--- src/rtl/bus_arbiter.sv ---
// Shared-bus arbiter: N masters, registered one-hot req/ack handshake, fixed-priority or
// round-robin selection, optional hold-time revocation and a one-cycle release gap.
module bus_arbiter #(
  parameter int unsigned NUM_DEVICES = 8,
  parameter int unsigned D_WIDTH     = 32,
  parameter int unsigned C_WIDTH     = 8,
  parameter int unsigned MODE        = 0,
  parameter int unsigned MAX_HOLD    = 0,
  parameter int unsigned ID_WIDTH    = 3
) (
  input  logic                           clk,
  input  logic                           reset_L,
  input  logic [NUM_DEVICES-1:0]         req,
  input  logic [NUM_DEVICES*D_WIDTH-1:0] bus_in,
  input  logic [NUM_DEVICES*C_WIDTH-1:0] ctrl_in,
  output logic [NUM_DEVICES-1:0]         ack,
  output logic [D_WIDTH-1:0]             bus_out,
  output logic [C_WIDTH-1:0]             ctrl_out,
  output logic [ID_WIDTH-1:0]            grant_id,
  output logic                           busy,
  output logic                           timeout
);

  localparam int unsigned HoldW = (MAX_HOLD > 1) ? $clog2(MAX_HOLD + 1) : 1;

  typedef enum logic [1:0] {StIdle, StGrant, StRelease} state_e;

  state_e                  state_q, state_d;
  logic [NUM_DEVICES-1:0]  ack_q, ack_d;
  logic [ID_WIDTH-1:0]     grant_id_q, grant_id_d;
  logic [ID_WIDTH-1:0]     ptr_q, ptr_d;
  logic [HoldW-1:0]        hold_q, hold_d;
  logic                    timeout_q, timeout_d;

  logic [ID_WIDTH-1:0]     winner, win_hi, win_lo;
  logic                    found_hi, found_lo;
  logic [HoldW:0]          hold_inc;
  logic                    owner_req, others_pending;

  // Round-robin: first requester above the pointer, else wrap to the lowest requester.
  always_comb begin
    win_hi   = '0;
    win_lo   = '0;
    found_hi = 1'b0;
    found_lo = 1'b0;
    winner   = '0;
    for (int unsigned i = 0; i < NUM_DEVICES; i++) begin
      if (req[i]) begin
        if (MODE == 0) begin
          winner = ID_WIDTH'(i);
        end else begin
          if (!found_hi && (ID_WIDTH'(i) > ptr_q)) begin
            win_hi   = ID_WIDTH'(i);
            found_hi = 1'b1;
          end
          if (!found_lo) begin
            win_lo   = ID_WIDTH'(i);
            found_lo = 1'b1;
          end
        end
      end
    end
    if (MODE != 0) begin
      winner = found_hi ? win_hi : win_lo;
    end
  end

  assign owner_req      = |(req & ack_q);
  assign others_pending = |(req & ~ack_q);
  assign hold_inc       = {1'b0, hold_q} + (HoldW + 1)'(1);

  always_comb begin
    state_d    = state_q;
    ack_d      = ack_q;
    grant_id_d = grant_id_q;
    ptr_d      = ptr_q;
    hold_d     = hold_q;
    timeout_d  = 1'b0;
    unique case (state_q)
      StIdle: begin
        if (|req) begin
          state_d    = StGrant;
          grant_id_d = winner;
          hold_d     = '0;
          for (int unsigned i = 0; i < NUM_DEVICES; i++) begin
            ack_d[i] = (winner == ID_WIDTH'(i));
          end
          if (MODE != 0) begin
            ptr_d = winner;
          end
        end
      end
      StGrant: begin
        // A voluntary release takes precedence over a coincident hold-limit revocation.
        if (!owner_req) begin
          state_d = StRelease;
          ack_d   = '0;
          hold_d  = '0;
        end else if (others_pending) begin
          if ((MAX_HOLD != 0) && (hold_inc == (HoldW + 1)'(MAX_HOLD))) begin
            state_d   = StRelease;
            ack_d     = '0;
            hold_d    = '0;
            timeout_d = 1'b1;
          end else begin
            hold_d = hold_inc[HoldW-1:0];
          end
        end
      end
      StRelease: begin
        state_d = StIdle;
      end
      default: begin
        state_d = StIdle;
        ack_d   = '0;
      end
    endcase
  end

  always_ff @(posedge clk or negedge reset_L) begin
    if (!reset_L) begin
      state_q    <= StIdle;
      ack_q      <= '0;
      grant_id_q <= '0;
      ptr_q      <= ID_WIDTH'(NUM_DEVICES - 1);
      hold_q     <= '0;
      timeout_q  <= 1'b0;
    end else begin
      state_q    <= state_d;
      ack_q      <= ack_d;
      grant_id_q <= grant_id_d;
      ptr_q      <= ptr_d;
      hold_q     <= hold_d;
      timeout_q  <= timeout_d;
    end
  end

  assign ack      = ack_q;
  assign busy     = |ack_q;
  assign grant_id = grant_id_q;
  assign timeout  = timeout_q;

  always_comb begin
    bus_out  = '0;
    ctrl_out = '0;
    for (int unsigned i = 0; i < NUM_DEVICES; i++) begin
      if (busy && (grant_id_q == ID_WIDTH'(i))) begin
        bus_out  = bus_in[i*D_WIDTH +: D_WIDTH];
        ctrl_out = ctrl_in[i*C_WIDTH +: C_WIDTH];
      end
    end
  end

endmodule

--- config.mk ---
export PLATFORM = sky130hd
export DESIGN_NAME = bus_arbiter
export DESIGN_NICKNAME = d
export VERILOG_FILES = /design/src/rtl/bus_arbiter.sv
export SDC_FILE = /design/constraint.sdc
export NUM_CORES = 1
export LEC_CHECK = 0
export BUFFER_PORTS_ARGS = -buffer_cell sky130_fd_sc_hd__buf_2
export CORE_AREA = 5 5 147 149
export CTS_BUF_LIST = sky130_fd_sc_hd__clkbuf_4
export CTS_CLUSTER_SIZE = 28
export DETAILED_ROUTE_END_ITERATION = 8
export DIE_AREA = 0 0 152 154
export MAX_ROUTING_LAYER = met4
export PLACE_DENSITY_LB_ADDON = 0.3
export RECOVER_POWER = 50
export SYNTH_ARGS = -nofsm -noshare
export SYNTH_HDL_FRONTEND = slang
export SYNTH_SLANG_ARGS = --single-unit
--- constraint.sdc ---
create_clock -name clk -period 2 [get_ports clk]
set_input_delay 0.1 -clock clk [delete_from_list [all_inputs] [get_ports clk]]
set_output_delay 0.1 -clock clk [all_outputs]
set_load 0.05 [all_outputs]
Word-level counts from Yosys, hierarchy flattened
Index checks and enable logic that the tools add are counted.

Logic and storage cells: 69. Latch bits: 0. Register bits after elaboration: 13. Input port bits: 330. Output and inout bits: 53. Bits in read-only memories: 0. Bits in writable memories: 0. Memories kept: 0.

Add/subtract/negate cells: 0. Equality and inequality tests: 18. Mux-type cells: 29. Multipliers: 0. Reduce and logical (&&, ||, !) cells: 17. Divide/modulo/power cells: 0. Bitwise operators: 2. Shift operators: 0. Order comparisons: 0.

Operators by type and width (count): $mux 32 (8); $mux 8 (10); $eq 3x3->1 const B (8); $pmux 8 s3 (1); $reduce_or 8->1 (3); $mux 3 (6); $eq 3x2->1 const B (4); $and 8x8->8 (1); $logic_and 1x1->1 (8); $eq 3x1->1 const B (2); $logic_not 3->1 (2); $mux 2 (2); $ne 2x2->1 const B (2); $pmux 2 s2 (1); $reduce_and 2->1 (2); $reduce_and 3->1 (1); $eq 2x1->1 const B (1); $eq 2x2->1 const B (1); $logic_not 2->1 (1); $mux 1 (1); $not 1->1 (1).

Longest topological paths before layout
Gate-level depths: netlist of run 1.

Word-level depth: 10. Gate-level depth with buffers: 7. Gate-level depth less buffers: 4.

Worst setup path after synthesis of run 1
OpenSTA, ideal clock, no wires.

Kind: reg2out. From: reg grant_id_q[2] (netlist: grant_id[2]). To: out bus_out[31]. Data required time: 1.900 ns. Path slack: -2.051 ns. Arrival: 3.951 ns. Stages on the path, launching flop included: 7. Path buffers: 4. Cells stage by stage: dfrtp_1 -> buf_2 -> buf_4 -> buf_2 -> buf_2 -> nor2_1 -> a2111oi_0.

Word-level cells in the longest chain between the ends: 10. Elaborated cells between the ends (all ways): 24. Those cells by class: eq/ne (7); mux (8); reduce/logical (9).

RTL lines: start, declared (RTL line 30) `logic [ID_WIDTH-1:0] grant_id_q, grant_id_d;`; start signal, assigned (RTL line 131) `grant_id_q <= grant_id_d;`; $logic_not 3->1 (RTL line 147) `if (busy && (grant_id_q == ID_WIDTH'(i))) begin`; $logic_and 1x1->1 (RTL line 147); $mux 32 (7 in a row) (RTL line 147); $mux 32 * (RTL line 147); end, declared (RTL line 17) `output logic [D_WIDTH-1:0] bus_out,`.

Every way passes the cells marked *; elsewhere a longest branch is shown, timed or not.

Worst setup path in the final report of run 1
From: reg grant_id_q[2] (netlist: grant_id[2]). To: out ctrl_out[6].

Word-level cells in the longest chain between the ends: 10. Elaborated cells between the ends (all ways): 24. Those cells by class: eq/ne (7); mux (8); reduce/logical (9).

RTL lines: $logic_not 3->1 (RTL line 147); $logic_and 1x1->1 (RTL line 147); $mux 8 (7 in a row) (RTL line 147); $mux 8 * (RTL line 147); end, declared (RTL line 18) `output logic [C_WIDTH-1:0] ctrl_out,`.

Marked as above.

==> results of run 1 <==
[worst min-delay path by stage]
stage                         to  slack (ps)  cells past startpoint  startpoint
after floorplan           ack[0]        -200                      0     reset_L
after global placement    ack[2]           6                      1     reset_L
after detailed placement  ack[3]          10                      1     reset_L
after CTS                 ack[5]         130                      3      req[5]
after global routing      ack[5]         120                      3      req[5]
final                     ack[5]         140                      3      req[5]
[cells by family after synthesis]
group | Yosys count | share of synthesized area [%]
buffers and inverters | 61 | 7.58
muxes | 87 | 31.5
other | 1 | 0.104
DFF | 13 | 9.00
AOI/OAI and AO/OA | 162 | 31.0
and+or+nand+nor | 148 | 20.8
[critical path, delay by kind of cell, from the launching register on]
family                 cells  cell delay, ps
multiplexers               1             220
AO/OA/AOI/OAI              3             680
flip-flops                 1             520
buffers and inverters      2             320
[metrics by stage]
stage          total power [W]  TNS [ps]  cell area, sq um  utilization [%]
6_report                0.0133     -1790              7120             35.5
5_1_grt                 0.0140     -5020              7120             35.5
4_1_cts                 0.0121     -3270              6650             33.2
3_5_place_dp            0.0107         0              6230             31.1
3_3_place_gp            0.0107         0              6230             31.1
2_1_floorplan          0.00798      -512              3890                -
[synthesized netlist by cell type, drive strengths merged (18+ instances only)]
cell type / count
nand2: 60
a22oi: 48
mux2i: 36
mux2: 33
o21ai: 32
a21oi: 29
buf: 28
o221ai: 25
clkbuf: 24
nor2b: 23
and3: 21
mux4: 18
[sequential cells by signal (all words and copies together), names as in the netlist]
signal	flops
ack	8
grant_id	3
state_q	2
[timing repair]
action / CTS / global route
endpoints found under the hold margin: 13 / 0
resized for setup: 94 / 56
hold buffers: 1 / 0
cloned: 2 / 7
pin swaps: 10 / 44
setup buffers: 2 / 10
setup endpoints to repair: 40 / 40
[final cells by class]
cell class	count	area [sq um]
Sequential cell	13	337
Clock buffer	4	30.0
Tap cell	270	338
Inverter	9	37.5
Multi-Input combinational cell	398	3470
Timing Repair Buffer	435	2900
Fill cell	2149	12900
[power by group through the flow]
stage               logic (W)  registers (W)  clock network [W]
floorplan             0.00736       0.000621                  0
finish                 0.0126       0.000506           0.000181
global route           0.0133       0.000519           0.000202
detailed placement     0.0102       0.000487                  0
global placement       0.0102       0.000496                  0
CTS                    0.0115       0.000485           0.000186
[routing by layer]
metal	vias to the layer above	wire length [microns]	global-route usage (%)
met5	-	0	-
met4	0	365	3.13
met3	24	1250	2.70
met2	260	11000	28.2
met1	2544	8310	18.8
li1	2618	-	-
==> results.json, run 1 <==
{
  "status": "finished, violations left",
  "violations": "setup timing",
  "synth_area_per_cell_sq_um": 7.66,
  "r2r_cells": 5,
  "cap_violations": 0,
  "hpwl_microns": 16100,
  "syn_inst": 472,
  "synth_ff_type": "dfrtp_1",
  "crit_path_end": "ctrl_out[6]",
  "portBuffers": 381,
  "synth-async-reset-ratio_pct": 100,
  "clkPwrFrac_pct": 1.4,
  "syn_to_final_growth_pct": 97.0,
  "die_y_microns": 154,
  "diodes": 0,
  "clock-root-buffer": "clkbuf_4",
  "fmax_mhz": 470,
  "worstSetupStartpointType": "flop",
  "r2r_setup_slack_ps": 340,
  "worstSetupPathType": "flop to primary output",
  "grt_pass1_wl_microns": 29800,
  "synth_edf_count": 0,
  "pwr_density_cell_mw_per_mm2": 1860,
  "drt_first_pass_iters": 4,
  "period_minus_slack_ps": 2130,
  "clkLatencyLatePin_ps": 280,
  "synth_nets": 802,
  "slowest_stage": "dfrtp_4",
  "finalHoldViolCount": 0,
  "final_cell_mix": "buf_2, nand2_1, buf_6, mux2i_1, a22oi_1",
  "skew_ps": 2.92,
  "worst_setup_path_end_kind": "primary output",
  "netSwitchingFraction_pct": 56.3,
  "cts_htree_levels": 1,
  "crit_path_cell_trace": "buf_12 -> mux2_2 -> o211ai_1 -> a221o_1 -> a21oi_4 -> buf_8",
  "ant_nets": 0,
  "cts_tree": "yes",
  "numClockSinks": 13,
  "setup_ws_ps": -128,
  "gp_congestion": 0.879,
  "dieWidth_microns": 152,
  "coreArea_sq_mm": 0.0200,
  "stdcell_count": 1129,
  "initial_utilization_pct": 18.0,
  "synth_area_leaders": "mux4_2, mux2_2, mux2i_1",
  "cts_buffers": 3,
  "cts_buffer_depth": 2,
  "r2r_start": "state_q[0]",
  "wl_microns": 21000,
  "grt_pass1_vias": 5455,
  "p_leak_nw": 3.32,
  "worstMarginPinSlew_ps": 753,
  "synth_seq_area_share_pct": 9.00,
  "hold_ws_ps": 141,
  "vdd_drop_max_mv": 0.966,
  "crit_start": "grant_id[2]",
  "post_drt_wl_per_cell_microns": 18.6,
  "fin_crit_sh_pct": 106,
  "p_comb_share_pct": 94.8,
  "slew_viol_final": 0,
  "ys_warn_count": 0,
  "drive_gt1_share_pct": 66.2,
  "critPathMaxStageDelay_ps": 520,
  "p_int_w": 0.00580,
  "rsz0062_at_grt": "true",
  "p_seq_share_pct": 3.8,
  "final_common_cell": "buf_2",
  "vias": 5446,
  "gr-total-overflow": 0,
  "hold_class": "input pin to flop",
  "die-area_sq_mm": 0.0234,
  "place_ws_ps": 57.5,
  "gr-usage-all-layers_pct": 15.8,
  "synth_area_leader_cell": "mux4_2",
  "switchingPower_w": 0.00745,
  "yosysTopAreaCellShare_pct": 11.2,
  "cp_max_fo": 9,
  "synth_area_sq_mm": 0.00361,
  "r2r-end": "ack[3]",
  "ios": 383,
  "yosysUniqueCellTypes": 43,
  "cp_data_arrival_time_ps": 2030,
  "antenna_found_initial": 0,
  "drc": 0,
  "drt-initial-drc-count": 309,
  "viasPerCell": 4.82,
  "setup_viol": 38,
  "num-nets-final": 1190,
  "rows": 52,
  "place_inst": 1103,
  "slew_headroom_pct": 49.8,
  "ys_seq_elements": 13,
  "grt_max_degree": 53,
  "required_ps": 1900,
  "clk_transition_reported_paths_ps": 80
}
Note: power is estimated with default switching activity, not from simulation.
==> run 2, diff against run 1 <==
Settings changed: PLACE_DENSITY set to 0.48, PLACE_DENSITY_LB_ADDON 0.3 to not set.
==> run 2 against run 1 <==
The run still ends with setup timing left; sequential share of layout area is 0.23 points lower; utilization is 2.0 points higher; hold slack worse by 18 ps; clock power is 6% lower; critical path depth is 1 higher; non-clock buffer count is 22 higher; setup slack better by 21 ps; final cell count is 2.1% higher; fmax is 0.99% higher; routed wire length is 8.2% higher; first-iteration DRC count is 31% lower; power is 5.9% higher; critical endpoint is now bus_out[0].
==> results.json, run 2 (synthesis gave the netlist of run 1 again) <==
{
  "placed_area_sq_mm": 0.00629,
  "gr-total-overflow": 0,
  "final_common_cell": "buf_2",
  "ant_nets": 0,
  "rows": 52,
  "numClockSinks": 13,
  "hold_depth": 3,
  "grt_max_degree": 39,
  "cp_max_fo": 7,
  "syn_to_final_growth_pct": 108,
  "largest_reg_flops": 8,
  "worst_setup_path_end_kind": "primary output",
  "ios": 383,
  "setup_viol": 32,
  "worstSetupStartpointType": "flop",
  "skew_ps": 11.3,
  "cts_buffers": 3,
  "slew_viol_final": 0,
  "hpwl_microns": 17700,
  "r2r_cells": 5,
  "post_drt_wl_per_cell_microns": 19.7,
  "final_cell_mix": "buf_2, nand2_1, buf_6, mux2i_1, buf_4",
  "cp_data_arrival_time_ps": 2010,
  "r2r-end": "ack[2]",
  "worstSetupPathType": "flop to primary output",
  "die-area_sq_mm": 0.0234,
  "cap_violations": 0,
  "clk_transition_reported_paths_ps": 100,
  "fin_crit_sh_pct": 105,
  "hold_class": "input pin to flop",
  "wl_microns": 22700,
  "utilization_pct": 37.5,
  "grt_pass1_vias": 5538,
  "clock-root-buffer": "clkbuf_4",
  "required_ps": 1900,
  "clkLatencyLatePin_ps": 280,
  "multi_input_area_sq_mm": 0.00356,
  "cts_htree_levels": 1,
  "worstMarginPinSlew_ps": 739,
  "slew_headroom_pct": 50.8,
  "portBuffers": 381,
  "finalHoldViolCount": 0,
  "initial_utilization_pct": 18.0,
  "seqCellArea_sq_um": 338,
  "rsz0062_at_grt": "true",
  "worstHoldStart": "req[5]",
  "cts_buffer_depth": 2,
  "antenna_found_initial": 2,
  "final_area_sq_mm": 0.00751,
  "setup_ws_ps": -107,
  "die_y_microns": 154,
  "hold_ws_ps": 123,
  "drt_first_pass_iters": 4,
  "viasPerCell": 4.82,
  "coreArea_sq_mm": 0.0200,
  "period_minus_slack_ps": 2110,
  "grt_pass1_wl_microns": 32000,
  "cts_tree": "yes",
  "drt-initial-drc-count": 213,
  "p_leak_nw": 3.51,
  "vdd_drop_max_mv": 0.949,
  "drc": 0,
  "r2r_start": "state_q[0]",
  "fill_cells": 2151,
  "drive_gt1_share_pct": 68.8,
  "pwr_density_cell_mw_per_mm2": 1870,
  "dieWidth_microns": 152,
  "r2r_setup_slack_ps": 330,
  "num-nets-final": 1212,
  "vias": 5562,
  "gr-usage-all-layers_pct": 17.4,
  "worstHoldEndpoint": "ack[5]",
  "status": "finished, violations left",
  "place_ws_ps": 34.0,
  "gp_congestion": 0.889,
  "fmax_mhz": 475,
  "violations": "setup timing"
}
-- run 2: final cells by class --
| cell class | instances | share of cell area, % |
|---|---|---|
| Clock inverter | 1 | 0.0666 |
| Tap cell | 270 | 4.50 |
| Inverter | 9 | 0.600 |
| Clock buffer | 3 | 0.300 |
| Timing Repair Buffer | 457 | 42.6 |
| Antenna cell | 2 | 0.0666 |
| Multi-Input combinational cell | 398 | 47.4 |
| Sequential cell | 13 | 4.50 |
-- run 2: worst max path at each step --
stage                      startpoint     endpoint  slack (ps)  cells past startpoint
after global placement    grant_id[2]   bus_out[9]          40                      6
after detailed placement  grant_id[2]   bus_out[9]          30                      6
after global routing      grant_id[2]   bus_out[0]        -190                      7
after CTS                 grant_id[2]   bus_out[3]        -140                      7
final                     grant_id[2]   bus_out[0]        -110                      7
after floorplan                ack[5]  bus_out[14]         -60                      5
-- run 2: report_power, final --
| part | internal, W | leakage [nW] | switching (W) | total, W |
|---|---|---|---|---|
| clock | 0.0000741 | 0.0177 | 0.0000966 | 0.000171 |
| combinational | 0.00591 | 3.33 | 0.00742 | 0.0133 |
| sequential | 0.000362 | 0.164 | 0.000168 | 0.000530 |
| total | 0.00634 | 3.51 | 0.00769 | 0.0140 |
-- run 2: critical path, cell delays in order, from the launching register on --
cell,delay [ps]
dfrtp_4,520
buf_8,160
buf_12,140
mux2_2,270
a22oi_1,140
o221ai_1,140
and3_1,200
buf_6,150
-- run 2: per-layer routing --
| layer | vias to the layer above | routed length, microns | global-route usage, % | share of wire, % |
|---|---|---|---|---|
| met5 | - | 0 | - | 0 |
| met4 | 0 | 435 | 3.13 | 1.9 |
| met3 | 23 | 1280 | 2.56 | 5.6 |
| met2 | 237 | 11700 | 30.9 | 52 |
| met1 | 2633 | 9230 | 21.3 | 41 |
| li1 | 2669 | - | - | - |
-- run 2: timing repair --
action | 4_1_cts | 5_1_grt
buffers inserted | 16 | 13
hold buffers | 1 | 0
gates cloned | 5 | 5
hold endpoints to repair | 13 | 0
pin swaps | 20 | 46
resized for setup | 132 | 70
endpoints found under the setup margin | 40 | 40
-- run 2: stage by stage --
step / instances / TNS [ps] / total power, W
2_1_floorplan: 472 / -512 / 0.00798
3_3_place_gp: 1109 / 0 / 0.0108
3_5_place_dp: 1109 / 0 / 0.0108
4_1_cts: 1135 / -2990 / 0.0131
5_1_grt: 1153 / -4460 / 0.0148
6_report: 1153 / -1730 / 0.0140
==> run 3, diff against run 2 <==
Settings changed: CORE_AREA 5 5 147 149 to 5 5 145 147, CTS_BUF_LIST sky130_fd_sc_hd__clkbuf_4 to sky130_fd_sc_hd__clkbuf_16, DIE_AREA 0 0 152 154 to 0 0 150 152, PLACE_DENSITY 0.48 to 0.49.
==> run 3 against run 2 <==
The flow still finishes with violations (setup timing); first-iteration DRC count rose by 24%; sequential share of layout area rose by 0.12 points; global-route usage barely moved; clock-buffer cell count did not move; hold slack improved by 63 ps; design area fell by 3.0%; non-clock buffer count fell by 1; clock power rose by 120%; combinational power fell by 5%; utilization fell by 0.65 points; critical path type unchanged; largest cell class unchanged; highest routed layer unchanged.
==> results.json, run 3 (synthesis gave the netlist of run 1 again) <==
{
  "status": "finished, violations left",
  "violations": "setup timing",
  "drc": 0,
  "gr-usage-all-layers_pct": 17.4,
  "cts_buffers": 3,
  "largest_reg_flops": 8,
  "fmax_mhz": 474,
  "period_minus_slack_ps": 2110,
  "critPathMaxStageDelay_ps": 550,
  "r2r-end": "ack[2]",
  "drive_gt1_share_pct": 65.1,
  "crit_path_cell_trace": "buf_12 -> buf_4 -> mux2_2 -> a22oi_2 -> o221ai_1 -> and3_1 -> buf_6",
  "cp_max_fo": 7,
  "grt_pass1_vias": 5571,
  "r2r_setup_slack_ps": 390,
  "seqCellArea_sq_um": 337,
  "cap_violations": 0,
  "antenna_found_initial": 2,
  "viasPerCell": 4.80,
  "ios": 383,
  "wl_met2_microns": 11100,
  "gr-total-overflow": 0,
  "dieWidth_microns": 150,
  "vdd_drop_max_mv": 1.16,
  "multi_input_area_sq_mm": 0.00338,
  "hold_depth": 3,
  "grt_pass1_wl_microns": 31000,
  "ant_nets": 0,
  "cts_tree": "yes",
  "cts_buffer_depth": 2,
  "rows": 52,
  "worstSetupStartpointType": "flop",
  "p_leak_nw": 3.45,
  "cts_htree_levels": 1,
  "wl_met3_microns": 1870,
  "fill_cells": 2159,
  "coreArea_sq_mm": 0.0198,
  "final_common_cell": "buf_2",
  "slew_headroom_pct": 52.5,
  "worst_setup_path_end_kind": "primary output",
  "hold_class": "input pin to flop",
  "drt-initial-drc-count": 264,
  "gp_congestion": 0.856,
  "worstHoldEndpoint": "ack[5]",
  "final_cell_mix": "buf_2, nand2_1, buf_6, buf_4, a22oi_1",
  "clkLatencyLatePin_ps": 240,
  "slowest_stage": "dfrtp_4",
  "placed_area_sq_mm": 0.00632,
  "drt_first_pass_iters": 4,
  "worstHoldStart": "req[5]",
  "slew_viol_final": 0,
  "die-area_sq_mm": 0.0228,
  "syn_to_final_growth_pct": 102,
  "required_ps": 1900,
  "clk_transition_reported_paths_ps": 50,
  "fin_crit_sh_pct": 106,
  "post_drt_wl_per_cell_microns": 19.1,
  "portBuffers": 381,
  "top_layer": "met4",
  "wl_microns": 22000,
  "vias": 5530,
  "skew_ps": 2.38,
  "initial_utilization_pct": 18.3,
  "clock-root-buffer": "clkbuf_16",
  "setup_ws_ps": -111,
  "pwr_density_cell_mw_per_mm2": 1870,
  "rsz0062_at_grt": "true",
  "worstMarginPinSlew_ps": 712,
  "num-nets-final": 1211,
  "hpwl_microns": 17000,
  "worstSetupPathType": "flop to primary output",
  "r2r_cells": 5,
  "r2r_start": "state_q[0]",
  "wl_met1_microns": 8760,
  "numClockSinks": 13,
  "power_w": 0.0136,
  "finalHoldViolCount": 0,
  "die_y_microns": 152,
  "final_area_sq_mm": 0.00728,
  "setup_viol": 33,
  "cp_data_arrival_time_ps": 2010,
  "grt_max_degree": 43
}
## run 3: layout make-up
| type | count | area share (%) |
|---|---|---|
| Clock inverter | 1 | 0.0515 |
| Sequential cell | 13 | 4.62 |
| Multi-Input combinational cell | 398 | 46.4 |
| Tap cell | 270 | 4.64 |
| Antenna cell | 2 | 0.0687 |
| Inverter | 9 | 0.550 |
| Timing Repair Buffer | 456 | 42.7 |
| Clock buffer | 3 | 1.03 |
## run 3: critical path, delay by kind of cell (launching register included)
kind,cells,cell delay [ps]
AND/OR/NAND/NOR,1,200
multiplexers,1,270
flip-flops,1,550
AO/OA/AOI/OAI,2,300
buffers and inverters,3,450
## run 3: power by group
group          internal, W  switching [W]  leakage (nW)
Sequential        0.000363       0.000152         0.166
Clock             0.000264       0.000110        0.0423
Combinational      0.00555        0.00720          3.24
Total              0.00618        0.00746          3.45
## run 3: what timing repair did
item | 4_1_cts | 5_1_grt
hold buffers | 1 | 0
cloned | 2 | 7
hold endpoints to repair | 13 | 0
pin swaps | 24 | 44
resized for setup | 105 | 40
endpoints found under the setup margin | 40 | 40
setup buffers | 10 | 13
## run 3: how the worst max path moves through the flow
stage / to / slack [ps] / cells past startpoint / startpoint
2_1_floorplan: bus_out[14] / -60 / 5 / ack[5]
3_3_place_gp: ctrl_out[3] / -30 / 6 / grant_id[2]
6_report: bus_out[30] / -110 / 7 / grant_id[2]
4_1_cts: bus_out[10] / -100 / 8 / grant_id[2]
5_1_grt: bus_out[21] / -200 / 8 / grant_id[2]
3_5_place_dp: ctrl_out[3] / -20 / 6 / grant_id[2]
## run 3: layer usage
layer	up-vias	global-route usage, %
li1	2662	-
met1	2590	21.3
met2	258	30.5
met3	20	2.92
met4	0	2.83
met5	-	-
## run 3: per-stage QoR
step | utilization [%] | std cells | setup slack [ps] | setup TNS [ps] | hold slack, ps
CTS | 34.7 | 1130 | -98.9 | -1680 | 185
finish | 36.8 | 1152 | -111 | -1770 | 186
floorplan | - | 472 | -58.3 | -512 | -196
global placement | 31.9 | 1115 | -25.8 | -25.8 | 12.3
detailed placement | 31.9 | 1115 | -20.4 | -20.4 | 11.3
global route | 36.8 | 1152 | -196 | -4660 | 218
